### src/rtl/display_scan_scheduler.sv
// display_scan_scheduler
//   Scan sequencer for an 8-digit common-anode 7-segment display. Each frame
//   visits the enabled digits in ascending order. Every visit is a fixed slot
//   of SLOT_TICKS ticks: one guard tick, then the PWM on-time, then off-time.
//
//   state | meaning
//   IDLE  | no digit enabled, all anodes off
//   GUARD | first slot tick, anodes off, seg_sel moves to the new digit
//   ON    | current digit's anode driven low for on_len ticks
//   OFF   | anodes off for the rest of the slot
//
// Ports
//   clk_480Hz      scan clock, everything updates on posedge
//   reset          asynchronous, active-high
//   digit_en_i     per-digit enable, bit i = digit i (sampled at slot start)
//   brightness_i   on-ticks per slot, clamped to SLOT_TICKS-1 (sampled in GUARD)
//   blank_all_i    forces all anodes off on the following tick
//   an_o           anodes, active low, an_o[i] drives digit i
//   seg_sel_o      index of the digit being scanned
//   frame_start_o  one-tick pulse on the GUARD of the first slot of a frame
//   active_o       high whenever the sequencer is not in IDLE
module display_scan_scheduler #(
   parameter int SLOT_TICKS = 4
) (
   input  logic       clk_480Hz,
   input  logic       reset,
   input  logic [7:0] digit_en_i,
   input  logic [2:0] brightness_i,
   input  logic       blank_all_i,
   output logic [7:0] an_o,
   output logic [2:0] seg_sel_o,
   output logic       frame_start_o,
   output logic       active_o
);

   localparam logic [3:0] LAST_TICK = 4'(SLOT_TICKS - 1);

   typedef enum logic [1:0] {
      S_IDLE  = 2'd0,
      S_GUARD = 2'd1,
      S_ON    = 2'd2,
      S_OFF   = 2'd3
   } state_t;

   state_t     state_q, state_d;
   logic [2:0] cur_q, cur_d;
   logic [3:0] tick_q, tick_d;
   logic [3:0] on_len_q, on_len_d;
   logic [7:0] an_q, an_d;
   logic       fs_q, fs_d;
   logic       active_q, active_d;

   logic [2:0] lowest_en;
   logic [3:0] above_en;   // {found, index} of next enabled digit above cur_q
   logic [3:0] bright_clamped;
   logic       slot_end;

   function automatic logic [2:0] lowest_set(input logic [7:0] v);
      logic [2:0] r;
      r = 3'd0;
      for (int i = 7; i >= 0; i--) begin
         if (v[i]) r = 3'(i);
      end
      return r;
   endfunction

   function automatic logic [3:0] next_above(input logic [7:0] v, input logic [2:0] c);
      logic [3:0] r;
      r = 4'd0;
      for (int i = 7; i >= 0; i--) begin
         if (v[i] && (i > int'(c))) r = {1'b1, 3'(i)};
      end
      return r;
   endfunction

   assign lowest_en      = lowest_set(digit_en_i);
   assign above_en       = next_above(digit_en_i, cur_q);
   assign bright_clamped = ({1'b0, brightness_i} > LAST_TICK) ? LAST_TICK : {1'b0, brightness_i};

   always_comb begin
      state_d  = state_q;
      cur_d    = cur_q;
      tick_d   = tick_q;
      on_len_d = on_len_q;
      fs_d     = 1'b0;
      slot_end = 1'b0;

      case (state_q)
         S_IDLE: begin
            tick_d = 4'd0;
            if (digit_en_i != 8'h00) begin
               state_d = S_GUARD;
               cur_d   = lowest_en;
               fs_d    = 1'b1;
            end
         end
         S_GUARD: begin
            on_len_d = bright_clamped;
            tick_d   = 4'd1;
            state_d  = (bright_clamped != 4'd0) ? S_ON : S_OFF;
         end
         S_ON: begin
            tick_d = tick_q + 4'd1;
            if (tick_q == LAST_TICK) begin
               slot_end = 1'b1;
            end else if (tick_q == on_len_q) begin
               state_d = S_OFF;
            end
         end
         S_OFF: begin
            tick_d = tick_q + 4'd1;
            if (tick_q == LAST_TICK) slot_end = 1'b1;
         end
         default: begin
            state_d = S_IDLE;
            tick_d  = 4'd0;
         end
      endcase

      // cur_q is left alone on the way to IDLE so seg_sel only moves in GUARD
      if (slot_end) begin
         tick_d = 4'd0;
         if (digit_en_i == 8'h00) begin
            state_d = S_IDLE;
         end else if (above_en[3]) begin
            state_d = S_GUARD;
            cur_d   = above_en[2:0];
         end else begin
            state_d = S_GUARD;
            cur_d   = lowest_en;
            fs_d    = 1'b1;
         end
      end

      // outputs decoded from the next state so they line up with it
      an_d     = ((state_d == S_ON) && !blank_all_i) ? ~(8'h01 << cur_d) : 8'hFF;
      active_d = (state_d != S_IDLE);
   end

   always_ff @(posedge clk_480Hz or posedge reset) begin
      if (reset) begin
         state_q  <= S_IDLE;
         cur_q    <= 3'd0;
         tick_q   <= 4'd0;
         on_len_q <= 4'd0;
         an_q     <= 8'hFF;
         fs_q     <= 1'b0;
         active_q <= 1'b0;
      end else begin
         state_q  <= state_d;
         cur_q    <= cur_d;
         tick_q   <= tick_d;
         on_len_q <= on_len_d;
         an_q     <= an_d;
         fs_q     <= fs_d;
         active_q <= active_d;
      end
   end

   assign an_o          = an_q;
   assign seg_sel_o     = cur_q;
   assign frame_start_o = fs_q;
   assign active_o      = active_q;

endmodule

### config.mk
export PLATFORM = sky130hd
export DESIGN_NAME = display_scan_scheduler
export DESIGN_NICKNAME = d
export VERILOG_FILES = /design/src/rtl/display_scan_scheduler.sv
export SDC_FILE = /design/constraint.sdc
export NUM_CORES = 1
export LEC_CHECK = 0
export CORE_MARGIN = 2
export CORE_UTILIZATION = 42
export DETAILED_ROUTE_END_ITERATION = 8
export DONT_BUFFER_PORTS = 1
export PLACE_DENSITY = 0.56
export SLEW_MARGIN = 20
export SYNTH_ARGS = -nofsm -noshare
export SYNTH_HDL_FRONTEND = slang
export SYNTH_SLANG_ARGS = --single-unit
### constraint.sdc
create_clock -name clk_480Hz -period 2 [get_ports clk_480Hz]
set_input_delay 0.5 -clock clk_480Hz [delete_from_list [all_inputs] [get_ports clk_480Hz]]
set_output_delay 0.5 -clock clk_480Hz [all_outputs]
set_load 0.01 [all_outputs]
# Word-level counts from Yosys, hierarchy flattened
# Cells that the tools add are included.
# W data, S select, Z words.
dict set report op_classes {
  addsub 1
  magnitude_cmp 8
  eq_ne 6
  shift 1
  mux 38
  n_bitwise 1
  n_reduce_logical 15
}
# op count
set ops {}
lappend ops {{$mux W3} 14}
lappend ops {{$mux W4} 8}
lappend ops {{$gt A3 B3 Y1 const A} 4}
lappend ops {{$pmux W4 S3} 1}
lappend ops {{$mux W1} 9}
lappend ops {{$logic_and A1 B1 Y1} 8}
lappend ops {{$logic_not A8 Y1} 1}
lappend ops {{$mux W2} 4}
lappend ops {{$mux W8} 1}
lappend ops {{$not A8 Y8} 1}
lappend ops {{$reduce_bool A8 Y1} 1}
lappend ops {{$shl A1 B3 Y8 const A} 1}
lappend ops {{$eq A2 B2 Y1 const B} 3}
lappend ops {{$gt A2 B3 Y1 const A} 2}
lappend ops {{$pmux W2 S3} 1}
lappend ops {{$add A4 B1 Y4 const B} 1}
lappend ops {{$eq A4 B2 Y1 const B} 1}
lappend ops {{$eq A4 B4 Y1} 1}
lappend ops {{$reduce_bool A4 Y1} 1}
lappend ops {{$gt A1 B3 Y1 const A} 1}
lappend ops {{$gt A3 B2 Y1 const B} 1}
lappend ops {{$eq A2 B1 Y1 const B} 1}
lappend ops {{$logic_not A2 Y1} 1}
lappend ops {{$reduce_bool A2 Y1} 1}
lappend ops {{other kinds (2)} 2}
dict set report word_totals {
  ff_bits 23
  input_bits 14
  out_inout_bits 13
  word_cells 77
}

# Longest topological paths before layout
# Gate-level depths: netlist of the first run.
dict set report logic_depth {
  depth_word 15
  ltp_mapped 8
  ltp_nobuf 7
}

# Worst setup path after synthesis of the first run
# Ideal clock, no wire load.
dict set report synth_path {
  path_kind {reg-to-reg}
  startpoint {register tick_q[0]}
  endpoint {register an_q[2] (netlist: an_o[2])}
  setup_ns 0.088
  arrival_ns 2.081
  required_ns 1.912
  setup_slack_ns -0.169
  stages_incl_launch_ff 9
  path_buffers 1
  period_less_slack_ns 2.169
  cell_sequence {dfrtp_1 -> ha_1 -> and4bb_1 -> or2_1 -> buf_6 -> and2_4 -> o32ai_4 -> nor4b_4 -> or3b_1}
}
dict set report synth_between {
  elab_chain_cells 8
  word_cells_on_any_way 14
  classes_between {eq/ne: 3; shift: 1; mux: 8; bitwise: 1; reduce/logical: 1}
}
# element line_no
set synth_lines {}
lappend synth_lines {{from (decl)} 47} ;# logic [3:0] tick_q, tick_d;
lappend synth_lines {{from (signal assigned)} 152} ;# tick_q <= tick_d;
lappend synth_lines {{$eq A4 B4 Y1} 106} ;# end else if (tick_q == on_len_q) begin
lappend synth_lines {{$mux W2} 106}
lappend synth_lines {{$mux W2} 104} ;# if (tick_q == LAST_TICK) begin
lappend synth_lines {{$pmux W2 S3} 88} ;# case (state_q)
lappend synth_lines {{$mux W2} 121} ;# if (slot_end) begin
lappend synth_lines {{$eq A2 B2 Y1} 136} ;# an_d = ((state_d == S_ON) && !blank_all_i) ? ~(8'h01 << cur_d) : 8'hFF;
lappend synth_lines {{$logic_and A1 B1 Y1} 136}
lappend synth_lines {{$mux W8 (*)} 136}
lappend synth_lines {{named net an_d[2]} 49} ;# logic [7:0] an_q, an_d;
lappend synth_lines {{to (signal assigned)} 154} ;# an_q <= an_d;
lappend synth_lines {{to (decl)} 49}
# The timed path passes the listed nets; every way through them passes the cells marked *.
# A chain may end at the register's enable or synchronous reset.

# Worst setup path after layout of the first run
dict set report layout_path {
  startpoint {register tick_q[1]}
  endpoint {register an_q[2] (netlist: an_o[2])}
}
# Same word-level chain as after synthesis.

==> results.txt, run 1 <==
clk sink count -> 22
fin crit share -> 0.994
clock transition at the registers of the reported paths -> 0.12 ns
crit start category -> register
deepest clock path buffer count -> 2
relative slew slack -> 0.709
final WL -> 2480 um
Critical path buffers and inverters -> 0
post-synthesis net count -> 139
final net count -> 162
Worst Slack Setup Final -> 0.0110 ns
gp weighted congestion -> 0.906
CP Max Fanout -> 3
ys flop type -> dfrtp_1
Layout area overhead -> 20.6%
GR Overflow Total -> 0
Pwr per Cell Area -> 1440 nW/um^2
CP Cell Sequence -> ha_2 > and4bb_1 > or2_1 > and2_4 > o32ai_4 > nor4b_4 > or3b_1
crit path kind -> register to register
ranking of synthesized cells by area -> dfrtp_1 29%, dfstp_2 17%, nor2_1 4.0%
synthesized area per cell -> 9.86 um^2
die width -> 58.0 um
Via density -> 5.56
Worst Hold Class -> input port to asynchronous set/reset pin
non-filler cells, final -> 177
root buffer selected by CTS -> clkbuf_4
Clk Latency, worst-skew pair -> 0.30 ns
Synth Instances -> 124
Max Fclk -> 0.503 GHz
register area share after synthesis -> 0.459
Post-DP HPWL -> 1970 um
Period minus WS final -> 1.99 ns
Yosys Warn Count -> 0
async set or reset register ratio after synthesis -> 1.00
Die Y -> 58.0 um
row count -> 19
total global-route track usage -> 0.162
Antenna Diode Count -> 0
pre-CTS WS -> 0.0303 ns
status -> completed
worst slew pin tran -> 0.433 ns
effective utilization at floorplan -> 0.443
Crit. End Element -> register
Max-Cap Viols -> 0
top cell type's share of synthesized area -> 0.287
I/O pin cnt -> 27
CTS tree -> done
Post-route DRC -> 0
die area -> 3360 um^2
Distinct cells, synth -> 41
Core Util, Final -> 0.534
Starting DRT DRC Count -> 17
Clock Skew -> 0.00508 ns
count of final max-slew check failures -> 0
CTS Buf Count -> 3
crit-path max cell delay -> 0.41 ns
Worst Path Arrival -> 2.23 ns
final count of negative-setup-slack endpoints -> 0
core area -> 2760 um^2
DRT Pass-1 Iters -> 5
Mapped Area -> 1220 um^2
Lkg Pwr -> 0.619 nW
Crit path max-delay family -> simple AND/OR/NAND/NOR gates
initial antenna violation count -> 0
Final Hold Fails -> 0
Seq cells post-synth -> 22
share of cells above drive strength 1 -> 0.308
largest net degree at the start of global routing -> 23
most frequent cells in the layout -> 22 x buf_4, 14 x dfrtp_1, 13 x nor2_1, 10 x nand2_1
DR WL/cell -> 14.0 um
Port Buffers -> 0
vias in the first global route -> 922
Placed Cells -> 171
RSZ-0062 raised after global routing -> true
number of synthesized flops with an enable pin -> 0
Routed Antenna Nets -> 0
via count -> 985
Slowest cell on crit path -> dfrtp_1
hold-fix buffer count after cts -> 0
most common cell after layout, fill and taps aside -> buf_4
global-route wire length before repair -> 4180 um
H-tree depth -> 1
post-synth top area cell -> dfrtp_1
maximum VDD drop -> 0.00120 V
Worst EP required -> 2.24 ns
FILL cells -> 247
==> layer usage <==
metal  part of all wire  global-route usage  vias up
met5                  0                   0        -
met4             0.0056              0.0299        0
li1                   -                   -      484
met2               0.49               0.286       20
met3              0.035              0.0402        2
met1               0.47               0.203      479
==> state kept, by name, summed over array words and instances (netlist names) <==
signal,cells
an_o,8
tick_q,4
on_len_q,3
seg_sel_o,3
state_q,2
active_o,1
frame_start_o,1
==> path summary, 6_finish.rpt <==
check                      slack [ns]             from           to  depth (start not counted)
max                              0.01        tick_q[1]      an_o[2]                          7
min reg2reg                      0.52      on_len_q[2]  on_len_q[2]                          1
min                              0.09            reset   state_q[0]                          2
min in group clk_480Hz           0.37  brightness_i[2]  on_len_q[0]                          2
max in group asynchronous        1.64            reset      an_o[3]                          2
max reg2reg                      0.01        tick_q[1]      an_o[2]                          7
==> report_power, final <==
part           internal, W  switching, W
clock             0.000203      0.000132
combinational     0.000522      0.000533
sequential        0.000593      0.000136
==> through the flow <==
stage	setup TNS, ns	area (um^2)	hold WS [ns]	total power, W
3_5_place_dp	0	1390	0.438	0.00172
4_1_cts	0	1440	0.0912	0.00207
5_1_grt	-0.149	1470	0.0962	0.00227
3_3_place_gp	0	1390	0.435	0.00171
2_1_floorplan	-0.153	1220	0.469	0.00138
6_report	0	1470	0.0902	0.00212
==> layout make-up <==
| cell class | count | area, um^2 | share of cell area |
|---|---|---|---|
| inverter | 5 | 18.8 | 0.0127 |
| clock buffer | 3 | 22.5 | 0.0153 |
| timing repair buffer | 22 | 165 | 0.112 |
| sequential | 22 | 561 | 0.380 |
| multi-input combinational | 93 | 638 | 0.433 |
| clock inverter | 1 | 30.0 | 0.0204 |
| tap | 31 | 38.8 | 0.0263 |
==> cells by family (layout without fill, tap and decap cells) <==
kind of cell	Yosys count	in the layout	share of synthesized area
multiplexers	1	1	0.00819
flip-flops	22	22	0.459
AND/OR/NAND/NOR	57	57	0.280
buffers and inverters	9	31	0.0358
XOR/XNOR	4	4	0.0287
AO/OA/AOI/OAI	30	30	0.178
adder cells (fa/ha/maj)	1	1	0.0102
==> synth_stat cells, types with 4 or more instances <==
library cell / n
nor2_1: 13
o21ai_0: 9
nand3b_1: 4
dfstp_2: 8
inv_1: 5
dfrtp_1: 14
a21oi_1: 8
nand3_1: 9
nand2_1: 10
nand2b_1: 5
==> timing repair <==
item	CTS	global route
endpoints found under the setup margin	0	2
setup buffers	0	2
resized for setup	0	3
Note: power is estimated with default switching activity, not from simulation.
==> run 2: changes to the inputs <==
--- a/config.mk
+++ b/config.mk
@@ -10,6 +10,7 @@
 export DETAILED_ROUTE_END_ITERATION = 8
 export DONT_BUFFER_PORTS = 1
 export PLACE_DENSITY = 0.56
+export RECOVER_POWER = 100
 export SLEW_MARGIN = 20
 export SYNTH_ARGS = -nofsm -noshare
 export SYNTH_HDL_FRONTEND = slang
==> run 2 against run 1 <==
- non-clock buffer count did not move
- cell count did not move
- worst hold slack improved by 0.28 ns
- setup slack got worse by 0.0015 ns
- critical endpoint unchanged
==> results.txt, run 2 (synthesis results as in run 1) <==
Clk Latency, worst-skew pair -> 0.30 ns (about the same)
area occupied by multi-input gates -> 638 um^2 (unchanged)
met1 Usage GRT -> 0.203 (unchanged)
Post-DP HPWL -> 1970 um (unchanged)
largest net degree at the start of global routing -> 23 (unchanged)
die area -> 3360 um^2 (unchanged)
global route hottest layer -> met2
Core Util, Final -> 0.533 (-0.00136)
FILL cells -> 249 (+0.81%)
clock transition at the registers of the reported paths -> 0.12 ns (about the same)
r2r startpoint -> tick_q[1]
Routed Antenna Nets -> 0 (unchanged)
Lkg Pwr -> 0.614 nW (-0.75%)
H-tree depth -> 1 (unchanged)
setup_tns -> 0 ns (unchanged)
I/O pin cnt -> 27 (unchanged)
gp weighted congestion -> 0.906 (unchanged)
Worst EP required -> 2.24 ns (about the same)
hold path depth -> 2
Final Hold Fails -> 0 (unchanged)
CP startpoint -> tick_q[1]
initial antenna violation count -> 0 (unchanged)
met2 usage -> 0.286 (unchanged)
effective utilization at floorplan -> 0.443 (unchanged)
final WL -> 2490 um (+0.16%)
Post-route DRC -> 0 (unchanged)
DRT Pass-1 Iters -> 5 (unchanged)
Clock Skew -> 0.00229 ns (-0.00279 ns)
Pwr per Cell Area -> 1440 nW/um^2 (+0.15%)
WHS Endpoint -> on_len_q[0]
Port Buffers -> 0 (unchanged)
row count -> 19 (unchanged)
CTS tree -> done
grt met3 use -> 0.0402 (unchanged)
Max-Cap Viols -> 0 (unchanged)
Via density -> 5.53 (-0.71%)
Hold Path Origin -> brightness_i[2]
GR Overflow Total -> 0 (unchanged)
share of cells above drive strength 1 -> 0.301 (-0.00685)
crit start category -> register
Antenna Diode Count -> 0 (unchanged)
deepest clock path buffer count -> 2 (unchanged)
core area -> 2760 um^2 (unchanged)
fin crit share -> 0.995 (about the same)
Worst Path Arrival -> 2.23 ns (about the same)
final count of negative-setup-slack endpoints -> 0 (unchanged)
most frequent cells in the layout -> 21 x buf_4, 14 x dfrtp_1, 13 x nor2_1, 10 x nand2_1
die width -> 58.0 um (unchanged)
Period minus WS final -> 1.99 ns (+0.00150 ns)
flop-to-flop setup slack -> 0.01 ns (about the same)
worst slew pin tran -> 1.12 ns (+0.687 ns)
root buffer selected by CTS -> clkbuf_4
CTS Buf Count -> 3 (unchanged)
via count -> 978 (-0.71%)
max reg flops -> 8 (unchanged)
clk sink count -> 22 (unchanged)
Max Fclk -> 0.502 GHz (about the same)
status -> completed
Crit. End Element -> register
global-route wire length before repair -> 4180 um (unchanged)
vias in the first global route -> 922 (unchanged)
most common cell after layout, fill and taps aside -> buf_4
relative slew slack -> 0.253 (-0.456)
non-filler cells, final -> 177 (unchanged)
Hold Slack -> 0.365 ns (+0.275 ns)
CP Max Fanout -> 3 (unchanged)
hold-fix buffer count after cts -> 0 (unchanged)
reg2reg path depth -> 7 (unchanged)
RSZ-0062 raised after global routing -> true
final net count -> 162 (unchanged)
Worst Hold Class -> input port to register
maximum VDD drop -> 0.00120 V (about the same)
Die Y -> 58.0 um (unchanged)
total global-route track usage -> 0.162 (unchanged)
count of final max-slew check failures -> 0 (unchanged)
Placed Cells -> 171 (unchanged)
crit path kind -> register to register
DR WL/cell -> 14.1 um (+0.16%)
Starting DRT DRC Count -> 16 (-1)
Layout area overhead -> 20.3%
Register Area -> 561 um^2 (unchanged)
R2R Path End -> an_o[2]
-- run 2: cell count changes in the layout (fill, tap and decap cells not counted), sizes merged --
| cell | before | now |
|---|---|---|
| buf | 22 | 21 |
| clkbuf | 3 | 4 |
-- run 2: layout make-up --
cell class | count | share of cell area
Inverter | 5 | 0.0128
Clock inverter | 1 | 0.0204
Clock buffer | 3 | 0.0153
Sequential cell | 22 | 0.381
Multi-Input combinational cell | 93 | 0.434
Tap cell | 31 | 0.0264
Timing Repair Buffer | 22 | 0.110
-- run 2: worst max path at each step --
stage	endpoint	slack (ns)	cells after the start
after global placement	an_o[2]	0.04	6
after global routing	an_o[2]	-0.09	7
after floorplan	an_o[2]	-0.11	8
after detailed placement	an_o[2]	0.03	7
after CTS	an_o[2]	0.008	7
final	an_o[2]	0.01	7
-- run 2: layer usage --
layer  vias to the layer above  part of all wire
li1                        484                 -
met1                       472              0.47
met2                        20              0.49
met3                         2             0.035
met4                         0            0.0056
met5                         -                 0
-- run 2: where the power goes --
part / switching [W] / leakage, nW / total, W / internal (W)
Sequential: 0.000137 / 0.252 / 0.000729 / 0.000592
Clock: 0.000130 / 0.0279 / 0.000332 / 0.000203
Combinational: 0.000533 / 0.334 / 0.00105 / 0.000521
Total: 0.000799 / 0.614 / 0.00212 / 0.00132
-- run 2: timing repair --
item,CTS,global route
resized for setup,0,3
setup endpoints to repair,0,2
buffers inserted,0,2
-- run 2: metrics by stage --
stage	setup WS [ns]	instance area (um^2)	total power [W]
CTS	0.00786	1440	0.00207
detailed placement	0.0303	1390	0.00172
global placement	0.0434	1390	0.00171
finish	0.00951	1470	0.00212
global route	-0.0917	1470	0.00227
floorplan	-0.110	1220	0.00138
-- run 2: worst max-delay path, cell delays in order, from the launching register on --
cell and delay (ns):
dfrtp_1 0.41, ha_2 0.19, and4bb_1 0.19, or2_1 0.25, and2_4 0.15, o32ai_4 0.12, nor4b_4 0.25, or3b_1 0.36
